<file path="config.mk">
export PLATFORM = sky130hd
export DESIGN_NAME = mux_arb_reg
export DESIGN_NICKNAME = d
export VERILOG_FILES = /design/src/rtl/mux_arb_reg.sv
export SDC_FILE = /design/constraint.sdc
export NUM_CORES = 1
export LEC_CHECK = 0
export ABC_AREA = 1
export CAP_MARGIN = 30
export CORE_AREA = 2 2 54 56
export CTS_BUF_LIST = sky130_fd_sc_hd__clkbuf_4
export CTS_CLUSTER_DIAMETER = 120
export CTS_CLUSTER_SIZE = 8
export DETAILED_ROUTE_END_ITERATION = 6
export DIE_AREA = 0 0 56 58
export DONT_BUFFER_PORTS = 1
export GPL_TIMING_DRIVEN = 0
export SKIP_CTS_REPAIR_TIMING = 1
export SYNTH_ARGS = -nofsm -noshare
export SYNTH_HDL_FRONTEND = slang
export SYNTH_SLANG_ARGS = --single-unit
</file>
<file path="constraint.sdc">
create_clock -name clk -period 3.65 [get_ports clk]
set_input_delay 0.73 -clock clk [delete_from_list [all_inputs] [get_ports clk]]
set_output_delay 0.73 -clock clk [all_outputs]
set_load 0.05 [all_outputs]
</file>
<file path="src/rtl/mux_arb_reg.sv">
// Registered SEL-channel mux with valid/ready handshake and fixed-priority or round-robin arbitration.
// Optional packet lock (in_last/out_last) is built when MUX_PKT_LOCK_EN is defined.
module mux_arb_reg #(
  parameter int unsigned WIDTH = 8,
  parameter int unsigned SEL   = 4,
  parameter int unsigned MODE  = 1,
  localparam int unsigned NSEL = (SEL > 1) ? $clog2(SEL) : 1,
  localparam int unsigned IW   = NSEL + 1
) (
  input  logic                 clk,
  input  logic                 rst_n,
  input  logic [SEL*WIDTH-1:0] in_data,
  input  logic [SEL-1:0]       in_valid,
  output logic [SEL-1:0]       in_ready,
`ifdef MUX_PKT_LOCK_EN
  input  logic [SEL-1:0]       in_last,
  output logic                 out_last,
`endif
  output logic [WIDTH-1:0]     out_data,
  output logic [NSEL-1:0]      out_chan,
  output logic                 out_valid,
  input  logic                 out_ready
);

  logic [NSEL-1:0]  rr_ptr;
  logic [NSEL-1:0]  gnt;
  logic [NSEL-1:0]  rr_next;
  logic [IW-1:0]    idx;
  logic             found;
  logic             slot_free;
  logic             take;
  logic [WIDTH-1:0] sel_data;

`ifdef MUX_PKT_LOCK_EN
  logic            lock;
  logic [NSEL-1:0] lock_chan;
  logic            sel_last;
`endif

  // Grant search: from channel 0 (fixed priority) or from rr_ptr with compare-based wrap.
  always_comb begin
    gnt   = '0;
    found = 1'b0;
    idx   = '0;
    for (int unsigned i = 0; i < SEL; i++) begin
      if (MODE == 0) begin
        idx = IW'(i);
      end else begin
        idx = {1'b0, rr_ptr} + IW'(i);
        if (idx >= IW'(SEL)) idx = idx - IW'(SEL);
      end
      if (!found && in_valid[NSEL'(idx)]) begin
        found = 1'b1;
        gnt   = NSEL'(idx);
      end
    end
`ifdef MUX_PKT_LOCK_EN
    if (lock) begin
      gnt   = lock_chan;
      found = in_valid[lock_chan];
    end
`endif
  end

  // Data (and last) selection with constant slice offsets.
  always_comb begin
    sel_data = '0;
`ifdef MUX_PKT_LOCK_EN
    sel_last = 1'b0;
`endif
    for (int unsigned c = 0; c < SEL; c++) begin
      if (gnt == NSEL'(c)) begin
        sel_data = in_data[c*WIDTH +: WIDTH];
`ifdef MUX_PKT_LOCK_EN
        sel_last = in_last[c];
`endif
      end
    end
  end

  always_comb begin
    slot_free = !out_valid || out_ready;
    take      = rst_n && slot_free && found;
    in_ready  = take ? (SEL'(1) << gnt) : '0;
    rr_next   = (gnt == NSEL'(SEL - 1)) ? '0 : NSEL'(gnt + 1'b1);
  end

  // Output register: reload on input transfer, drain on output-only transfer.
  always_ff @(posedge clk or negedge rst_n) begin
    if (!rst_n) begin
      out_valid <= 1'b0;
      out_data  <= '0;
      out_chan  <= '0;
      rr_ptr    <= '0;
    end else if (take) begin
      out_valid <= 1'b1;
      out_data  <= sel_data;
      out_chan  <= gnt;
      rr_ptr    <= rr_next;
    end else if (out_ready) begin
      out_valid <= 1'b0;
    end
  end

`ifdef MUX_PKT_LOCK_EN
  // Packet lock: a non-last beat pins the grant to its channel until the last beat.
  always_ff @(posedge clk or negedge rst_n) begin
    if (!rst_n) begin
      lock      <= 1'b0;
      lock_chan <= '0;
      out_last  <= 1'b0;
    end else if (take) begin
      lock      <= !sel_last;
      lock_chan <= gnt;
      out_last  <= sel_last;
    end
  end
`endif

endmodule
</file>
==> results.md, run 1 <==
- CTS tree: built
- Worst Clk Skew: between 0.002 and 0.0025 ns
- CP endpoint kind: output pin
- Via count of the first global-routing pass: between 1000 and 1500
- Wire length on met1: between 1000 and 1500 um
- Number of setup violations in the final report: 0
- Clock Path Buffers: 2
- Die Ht: between 50 and 60 um
- Final Critical Period: roughly 3.3 ns
- Detailed Place HPWL: 2160 um
- Synthesized net count: 221
- Chip Width: 56 um
- Wire length on met3: between 150 and 200 um
- Setup TNS: 0 ns
- Latest clock arrival within the worst-skew pair: approximately 0.27 ns
- Initial core utilization: 41.5%
- Seq/Total Area, Yosys: 29.4%
- Layout cells sized above 1: about an eighth
- CTS clk-pin slew, worst paths: about 0.080 ns
- Total GRT Usage: between 10% and 20%
- Post-Route WL: 2700 um
- Max Cap Violations: 0
- Largest net degree at the start of global routing: 15
- H-Tree Depth: 1
- CTS Buf Count: 3
- Die Area: about 3200 um^2
- Initial antenna violation count: 0
- DRC Markers: 0
- Relative slew slack: 40.8%
- Filler instances: a little under 300
- Syn Inst Count: 178
- Fin crit share: ~91%
- YS warnings: 0
- Antenna diodes: 0
- Netlist cell types: 19
- F_max: 0.302 GHz
- Worst Reg2Reg Path Length in Cells: 18
- CP Max Fanout: 10
- Top layer in use: met4
- Ports: 54
- Status: completed
- Register bit count reported by yosys: 13
- GRT overflow: 0
- Crit start category: flip-flop
- Crit path DAT: 2.58 ns
- Met2 routed WL: between 1000 and 1500 um
- DR pass1 iterations: 4
- Final Hold Violating Endpoints: 0
- Crit path required time: 2.92 ns
- Initial drt markers: 61
- Max Slew Vio Count: 0
- Drt via density: 5.13
- Syn Std Cell Area: 1100 um^2
- Wire per inst: roughly 13 um
- First-pass GRT wire length: roughly 4500 um
- Syn Area/Cell: between 6 and 7 um^2
- Site Rows: 19
- GPL Wtd Cong: a little under 0.9
- Port buffer count: 0
- Antenna Nets Post-Route: 0
- Area delta synth->final: 7.70%
- CORE AREA: 2660 um^2
- Least-Margin Pin Slew: between 0.8 and 0.9 ns
- Minimum hold slack: about 0.14 ns
- Crit Path Class: reg -> out
- Hold crit path type: in -> async
- Clk sinks: 13
- RSZ-0062 raised after global routing: no
- Nets: about 220
- Root Driver: clkbuf_4
- Vias: approximately 1100
-- kinds of logic after synthesis --
family,count (synthesis),synth area share (%)
DFF,13,29.4
and+or+nand+nor,107,41.0
AOI/OAI and AO/OA,30,14.2
buffers and inverters,24,10.9
adders and majority gates,4,4.53
-- metrics by stage --
| step | cells | cell area, um^2 | setup slack (ns) | utilization (%) |
|---|---|---|---|---|
| 6_report | 211 | 1190 | 0.341 | 44.7 |
| 5_1_grt | 211 | 1190 | 0.0476 | 44.7 |
| 4_1_cts | 213 | 1170 | -0.263 | 44.0 |
| 3_5_place_dp | 209 | 1140 | -0.123 | 43.0 |
| 3_3_place_gp | 209 | 1140 | -0.0701 | 43.0 |
| 2_1_floorplan | 178 | 1100 | 0.132 | - |
-- registers in the layout (all words and copies together), names as in the netlist --
| signal | count |
|---|---|
| rr_ptr | 2 |
| out_data | 8 |
| out_valid | 1 |
| out_chan | 2 |
-- synth_stat cells --
master	number	share of area, %
nand3_2	2	1.8
buf_6	3	3.1
inv_6	1	0.79
ha_1	4	4.5
nand2_2	3	1.7
a21boi_0	1	0.68
nand3_1	9	4.1
nor2_4	1	1.0
nor2_1	5	1.7
dfrtp_1	13	29
nand2_4	1	1.0
nand2_1	84	29
inv_4	1	0.57
nand4_1	2	1.1
o21ai_0	20	9.1
inv_1	15	5.1
clkbuf_1	4	1.4
o21ai_2	1	0.79
a21oi_1	8	3.6
-- final timing paths --
| check | from | end | slack, ns |
|---|---|---|---|
| worst max register to register | rr_ptr[0] | out_data[4] | 0.82 |
| max in group asynchronous | rst_n | out_data[6] | 3.44 |
| worst min register to register | rr_ptr[0] | rr_ptr[0] | 0.69 |
| worst min-delay path | rst_n | out_data[3] | 0.14 |
| min in group clk | out_ready | out_valid | 0.61 |
| worst max-delay path | rr_ptr[0] | in_ready[1] | 0.34 |
-- critical path: stages, from the launching register on --
cell and delay [ns]:
dfrtp_1 0.38, buf_6 0.14, inv_6 0.08, nand2_1 0.07, nand3_1 0.11, nand2_1 0.11
nand3_1 0.11, nand2_1 0.06, nand2_1 0.09, nand3_1 0.13, inv_1 0.11, ha_1 0.15
clkbuf_1 0.31, inv_1 0.13, nor2_4 0.31
-- layer usage --
layer | global-route usage [%] | up-vias
met2 | 30.8 | 38
met3 | 4.46 | 6
met4 | 8.50 | 0
met5 | 0 | -
li1 | - | 565
met1 | 20.0 | 474
-- layout by cell type, fill, tap and decap left out --
cell and n:
clkbuf_2 1, ha_1 3, nand2_1 84, ha_2 1, nand4_1 2, clkbuf_4 3
inv_1 15, o21ai_0 20, nand2_4 1, clkbuf_1 1, nand3_2 2, buf_6 3
nor2_1 2, dfrtp_1 13, inv_4 1, inv_6 1, nand2_2 3, nand3_1 9
a21boi_0 1, o21ai_2 1, a21oi_1 8, clkinv_2 1, nor2_4 4
-- area by class of cell --
| class | instances | area, um^2 | area share, % |
|---|---|---|---|
| Multi-Input combinational cell | 141 | 684 | 57.5 |
| Sequential cell | 13 | 325 | 27.3 |
| Inverter | 17 | 71.3 | 5.99 |
| Clock inverter | 1 | 5.00 | 0.421 |
| Clock buffer | 3 | 22.5 | 1.89 |
| Buffer | 5 | 42.5 | 3.58 |
| Tap cell | 31 | 38.8 | 3.26 |
Power of run 1 is left out: the tool's default activity adds up to more than one toggle a clock period on the data nets, which glitch-free logic cannot reach.
==> run 2: changes to the inputs <==
--- a/config.mk
+++ b/config.mk
@@ -7,12 +7,12 @@
 export LEC_CHECK = 0
 export ABC_AREA = 1
 export CAP_MARGIN = 30
-export CORE_AREA = 2 2 54 56
+export CORE_AREA = 2 2 63 65
 export CTS_BUF_LIST = sky130_fd_sc_hd__clkbuf_4
 export CTS_CLUSTER_DIAMETER = 120
 export CTS_CLUSTER_SIZE = 8
 export DETAILED_ROUTE_END_ITERATION = 6
-export DIE_AREA = 0 0 56 58
+export DIE_AREA = 0 0 65 67
 export DONT_BUFFER_PORTS = 1
 export GPL_TIMING_DRIVEN = 0
 export SKIP_CTS_REPAIR_TIMING = 1
==> constraint.sdc (replaced) <==
create_clock -name clk -period 3.7 [get_ports clk]
set_input_delay 0.74 -clock clk [delete_from_list [all_inputs] [get_ports clk]]
set_output_delay 0.74 -clock clk [all_outputs]
set_load 0.05 [all_outputs]
==> results.md, run 2 (synthesis gave the netlist of run 1 again) <==
- DR pass1 iterations: 4
- Crit start category: flip-flop
- Fin crit share: between 90 and 100%
- Die Area: roughly 4400 um^2
- F_max: 0.299 GHz
- Root Driver: clkbuf_4
- GPL Wtd Cong: roughly 0.79
- Drt via density: 4.63
- Register with the highest flop count: out_data
- Crit path DAT: ~2.6 ns
- Worst Clk Skew: 0.0109 ns
- Wire per inst: between 10 and 15 um
- Latest clock arrival within the worst-skew pair: about 0.28 ns
- Filler instances: about 400
- CP endpoint kind: output pin
- Die Ht: 67 um
- H-Tree Depth: 1
- CTS tree: built
- Final Hold Violating Endpoints: 0
- Worst Reg2Reg Path Length in Cells: 18
- Largest regs: out_data x8, out_chan x2, rr_ptr x2
- CP Max Fanout: 10
- Setup TNS: 0 ns
- Crit-path slowest cell: dfrtp_1
- Layout cells sized above 1: between 10% and 20%
- Max Cap Violations: 0
- Initial drt markers: 34
- Max Slew Vio Count: 0
- Crit path required time: 2.96 ns
- Leading cell types in the layout, fill and taps excluded: nand2_1, o21ai_0, inv_1
- Nets: about 220
- Antenna diodes: 0
- Clock Path Buffers: 2
- Via count of the first global-routing pass: between 900 and 1000
- Total GRT Usage: between 10% and 20%
- First-pass GRT wire length: 4430 um
- DRC Markers: 0
- Util after Layout: roughly a third
- Least-Margin Pin Slew: 0.885 ns
- Hold crit path type: in -> async
- Largest net degree at the start of global routing: 15
- Detailed Place HPWL: between 2000 and 2500 um
- Initial core utilization: ~30%
- GRT overflow: 0
- Commonest non-fill, non-tap cell in the layout: nand2_1
- Antenna Nets Post-Route: 0
- Port buffer count: 0
- Clk sinks: 13
- Area delta synth->final: 9.63%
- Site Rows: 22
- CP Cell Sequence: buf_6 -> inv_6 -> nand2_1 -> nand3_1 -> nand2_1 -> nor2_4 -> nand3_1 -> nand3_1 -> nand2_1 -> inv_1 -> ha_1 -> clkbuf_2 -> inv_1 -> nor2_4
- Final Critical Period: between 3 and 4 ns
- Largest register FFs: 8
- Vias: roughly 1100
- CTS clk-pin slew, worst paths: around 0.090 ns
- Status: completed
- Number of setup violations in the final report: 0
- Relative slew slack: around two fifths
- Crit Path Class: reg -> out
- Post-Route WL: ~2600 um
- Initial antenna violation count: 0
- CORE AREA: between 3000 and 4000 um^2
- Crit-path max cell delay: roughly 0.38 ns
- Chip Width: between 60 and 70 um
- Ports: 54
- CTS Buf Count: 3
-- run 2: cell count changes in the layout (fill, tap and decap cells not counted) --
cell,previous run,this run
ha_2,1,0
clkbuf_4,3,4
ha_1,3,4
clkinv_2,1,0
-- run 2: layout make-up --
cell class | instances | area, um^2 | area share, %
flip-flops and latches | 13 | 325 | 26.9
plain buffers | 5 | 42.5 | 3.51
inverters | 17 | 71.3 | 5.89
clock buffers | 4 | 30.0 | 2.48
multi-input cells | 141 | 682 | 56.3
well taps | 48 | 60.1 | 4.96
-- run 2: stage by stage --
| step | cells | worst slack, ns | hold slack [ns] | instance area [um^2] |
|---|---|---|---|---|
| floorplan | 178 | 0.162 | 0.444 | 1100 |
| global placement | 226 | -0.112 | 0.445 | 1160 |
| detailed placement | 226 | -0.129 | 0.445 | 1160 |
| CTS | 230 | -0.234 | 0.135 | 1190 |
| global route | 228 | -0.000322 | 0.118 | 1210 |
| finish | 228 | 0.358 | 0.147 | 1210 |
-- run 2: worst paths after layout --
kind / startpoint / slack [ns] / to
worst min register to register: rr_ptr[0] / 0.69 / rr_ptr[0]
min in group clk: out_ready / 0.62 / out_valid
max in group asynchronous: rst_n / 3.47 / out_chan[1]
worst min-delay path: rst_n / 0.15 / out_valid
worst max register to register: rr_ptr[0] / 0.84 / out_data[7]
worst max-delay path: rr_ptr[0] / 0.36 / in_ready[3]
-- run 2: critical path, delay by kind of cell (launching register included) --
family | cells | cell delay, ns
AND/OR/NAND/NOR | 8 | 1.00
buffers and inverters | 5 | 0.64
flip-flops | 1 | 0.38
adder cells (fa/ha/maj) | 1 | 0.29
-- run 2: metal layers --
layer | track usage, % | routed length (um)
met5 | 0 | 0
met2 | 20.6 | 1270
met4 | 4.79 | 18
met3 | 1.35 | 145
met1 | 17.4 | 1210
Power of run 2 is left out for the same reason.
==> run 3: changes to the inputs <==
==> constraint.sdc (replaced) <==
create_clock -name clk -period 4.2 [get_ports clk]
set_input_delay 0.84 -clock clk [delete_from_list [all_inputs] [get_ports clk]]
set_output_delay 0.84 -clock clk [all_outputs]
set_load 0.05 [all_outputs]
==> results.md, run 3 (synthesis gave the netlist of run 1 again) <==
- Chip Width: roughly 65 um
- Relative slew slack: between 40% and 50%
- Largest register FFs: 8
- Largest regs: out_data x8, out_chan x2, rr_ptr x2
- Antenna diodes: 0
- Crit path DAT: between 2 and 3 ns
- Ports: 54
- Crit start category: input pin
- Vias: 1059
- Initial core utilization: roughly 30%
- CP endpoint kind: output pin
- Post-Route WL: 2650 um
- Final Critical Period: roughly 3.8 ns
- Cell area after layout: between 1000 and 1500 um^2
- Site Rows: 22
- Total GRT Usage: around an eighth
- GPL Wtd Cong: 0.788
- DRC Markers: 0
- Status: completed
- Detailed Place HPWL: between 2000 and 2500 um
- H-Tree Depth: 1
- Hold crit path type: in -> async
- Setup crit start: in_valid[0]
- Max Slew Vio Count: 0
- FF-to-FF Start: rr_ptr[0]
- CTS clk-pin slew, worst paths: ~0.09 ns
- F_max: roughly 0.26 GHz
- Commonest non-fill, non-tap cell in the layout: nand2_1
- Worst Clk Skew: just over 0.01 ns
- Register with the highest flop count: out_data
- Clock Path Buffers: 2
- Placed cell area: 1160 um^2
- Antenna Nets Post-Route: 0
- Fin crit share: 90.2%
- Wire per inst: about 12 um
- DR pass1 iterations: 4
- GRT overflow: 0
- Root Driver: clkbuf_4
- Die Ht: ~67 um
- Layout cells sized above 1: a little over a tenth
- Port buffer count: 0
- Number of setup violations in the final report: 0
- RR Endpoint: out_data[6]
- Worst Reg2Reg Path Length in Cells: 18
- RSZ-0062 raised after global routing: no
- CTS tree: built
- Least-Margin Pin Slew: between 0.8 and 0.9 ns
- Max Cap Violations: 0
- Final Hold Violating Endpoints: 0
- Drt via density: ~4.6
- Area delta synth->final: 8.61%
- Nets: around 230
- Leading cell types in the layout, fill and taps excluded: nand2_1, o21ai_0, inv_1
- Initial antenna violation count: 0
- Worst R2R Setup Slack: approximately 1.3 ns
- CP Max Fanout: 10
- Largest net degree at the start of global routing: 15
- Crit path required time: 3.36 ns
- Latest clock arrival within the worst-skew pair: 0.28 ns
- Crit Path Class: in -> out
- Worst Setup EP: in_ready[3]
- First-pass GRT wire length: ~4400 um
- CORE AREA: around 3600 um^2
- Clk sinks: 13
- Via count of the first global-routing pass: between 900 and 1000
- Setup TNS: 0 ns
- CTS Buf Count: 3
- Initial drt markers: 37
- Die Area: between 4000 and 5000 um^2
## run 3: changes by cell type in the layout (fill, tap and decap cells not counted), sizes merged
cell	before	now
clkbuf	6	8
## run 3: critical path, cell delays in order
cell,delay (ns)
inv_1,0.05
nand2_1,0.07
nand3_1,0.09
nand2_1,0.10
nor2_4,0.15
nand3_1,0.08
nand3_1,0.10
nand2_1,0.11
inv_1,0.09
ha_1,0.13
clkbuf_1,0.25
clkbuf_1,0.31
inv_1,0.09
nor2_2,0.46
## run 3: layer usage
layer  GRT usage, %  vias to the layer above  share of wire (%)
met4           4.79                        0               0.68
met5              0                        -                  0
met1           17.4                      459                 46
met3           1.35                        2                5.8
met2           20.6                       33                 47
li1               -                      565                  -
## run 3: layout make-up
class                           count  area, um^2
Inverter                           17        71.3
Sequential cell                    13         325
Buffer                              7        48.8
Clock buffer                        4        30.0
Fill cell                         397        2410
Tap cell                           48        60.1
Multi-Input combinational cell    141         664
## run 3: stage by stage
step,util (%),cells,setup WS (ns),hold slack (ns)
3_3_place_gp,32.3,226,0.188,0.545
6_report,33.3,230,0.413,0.245
5_1_grt,33.3,230,0.0210,0.218
4_1_cts,33.1,230,0.166,0.235
2_1_floorplan,-,178,0.462,0.544
3_5_place_dp,32.3,226,0.171,0.545
## run 3: worst min path at each step
| stage | depth (start not counted) | end | slack (ns) |
|---|---|---|---|
| 2_1_floorplan | 0 | out_chan[0] | 0.54 |
| 3_3_place_gp | 0 | out_data[0] | 0.54 |
| 3_5_place_dp | 0 | out_data[0] | 0.54 |
| 4_1_cts | 0 | out_data[6] | 0.23 |
| 5_1_grt | 0 | out_data[6] | 0.22 |
| 6_report | 0 | out_valid | 0.25 |
Power of run 3 is left out for the same reason.
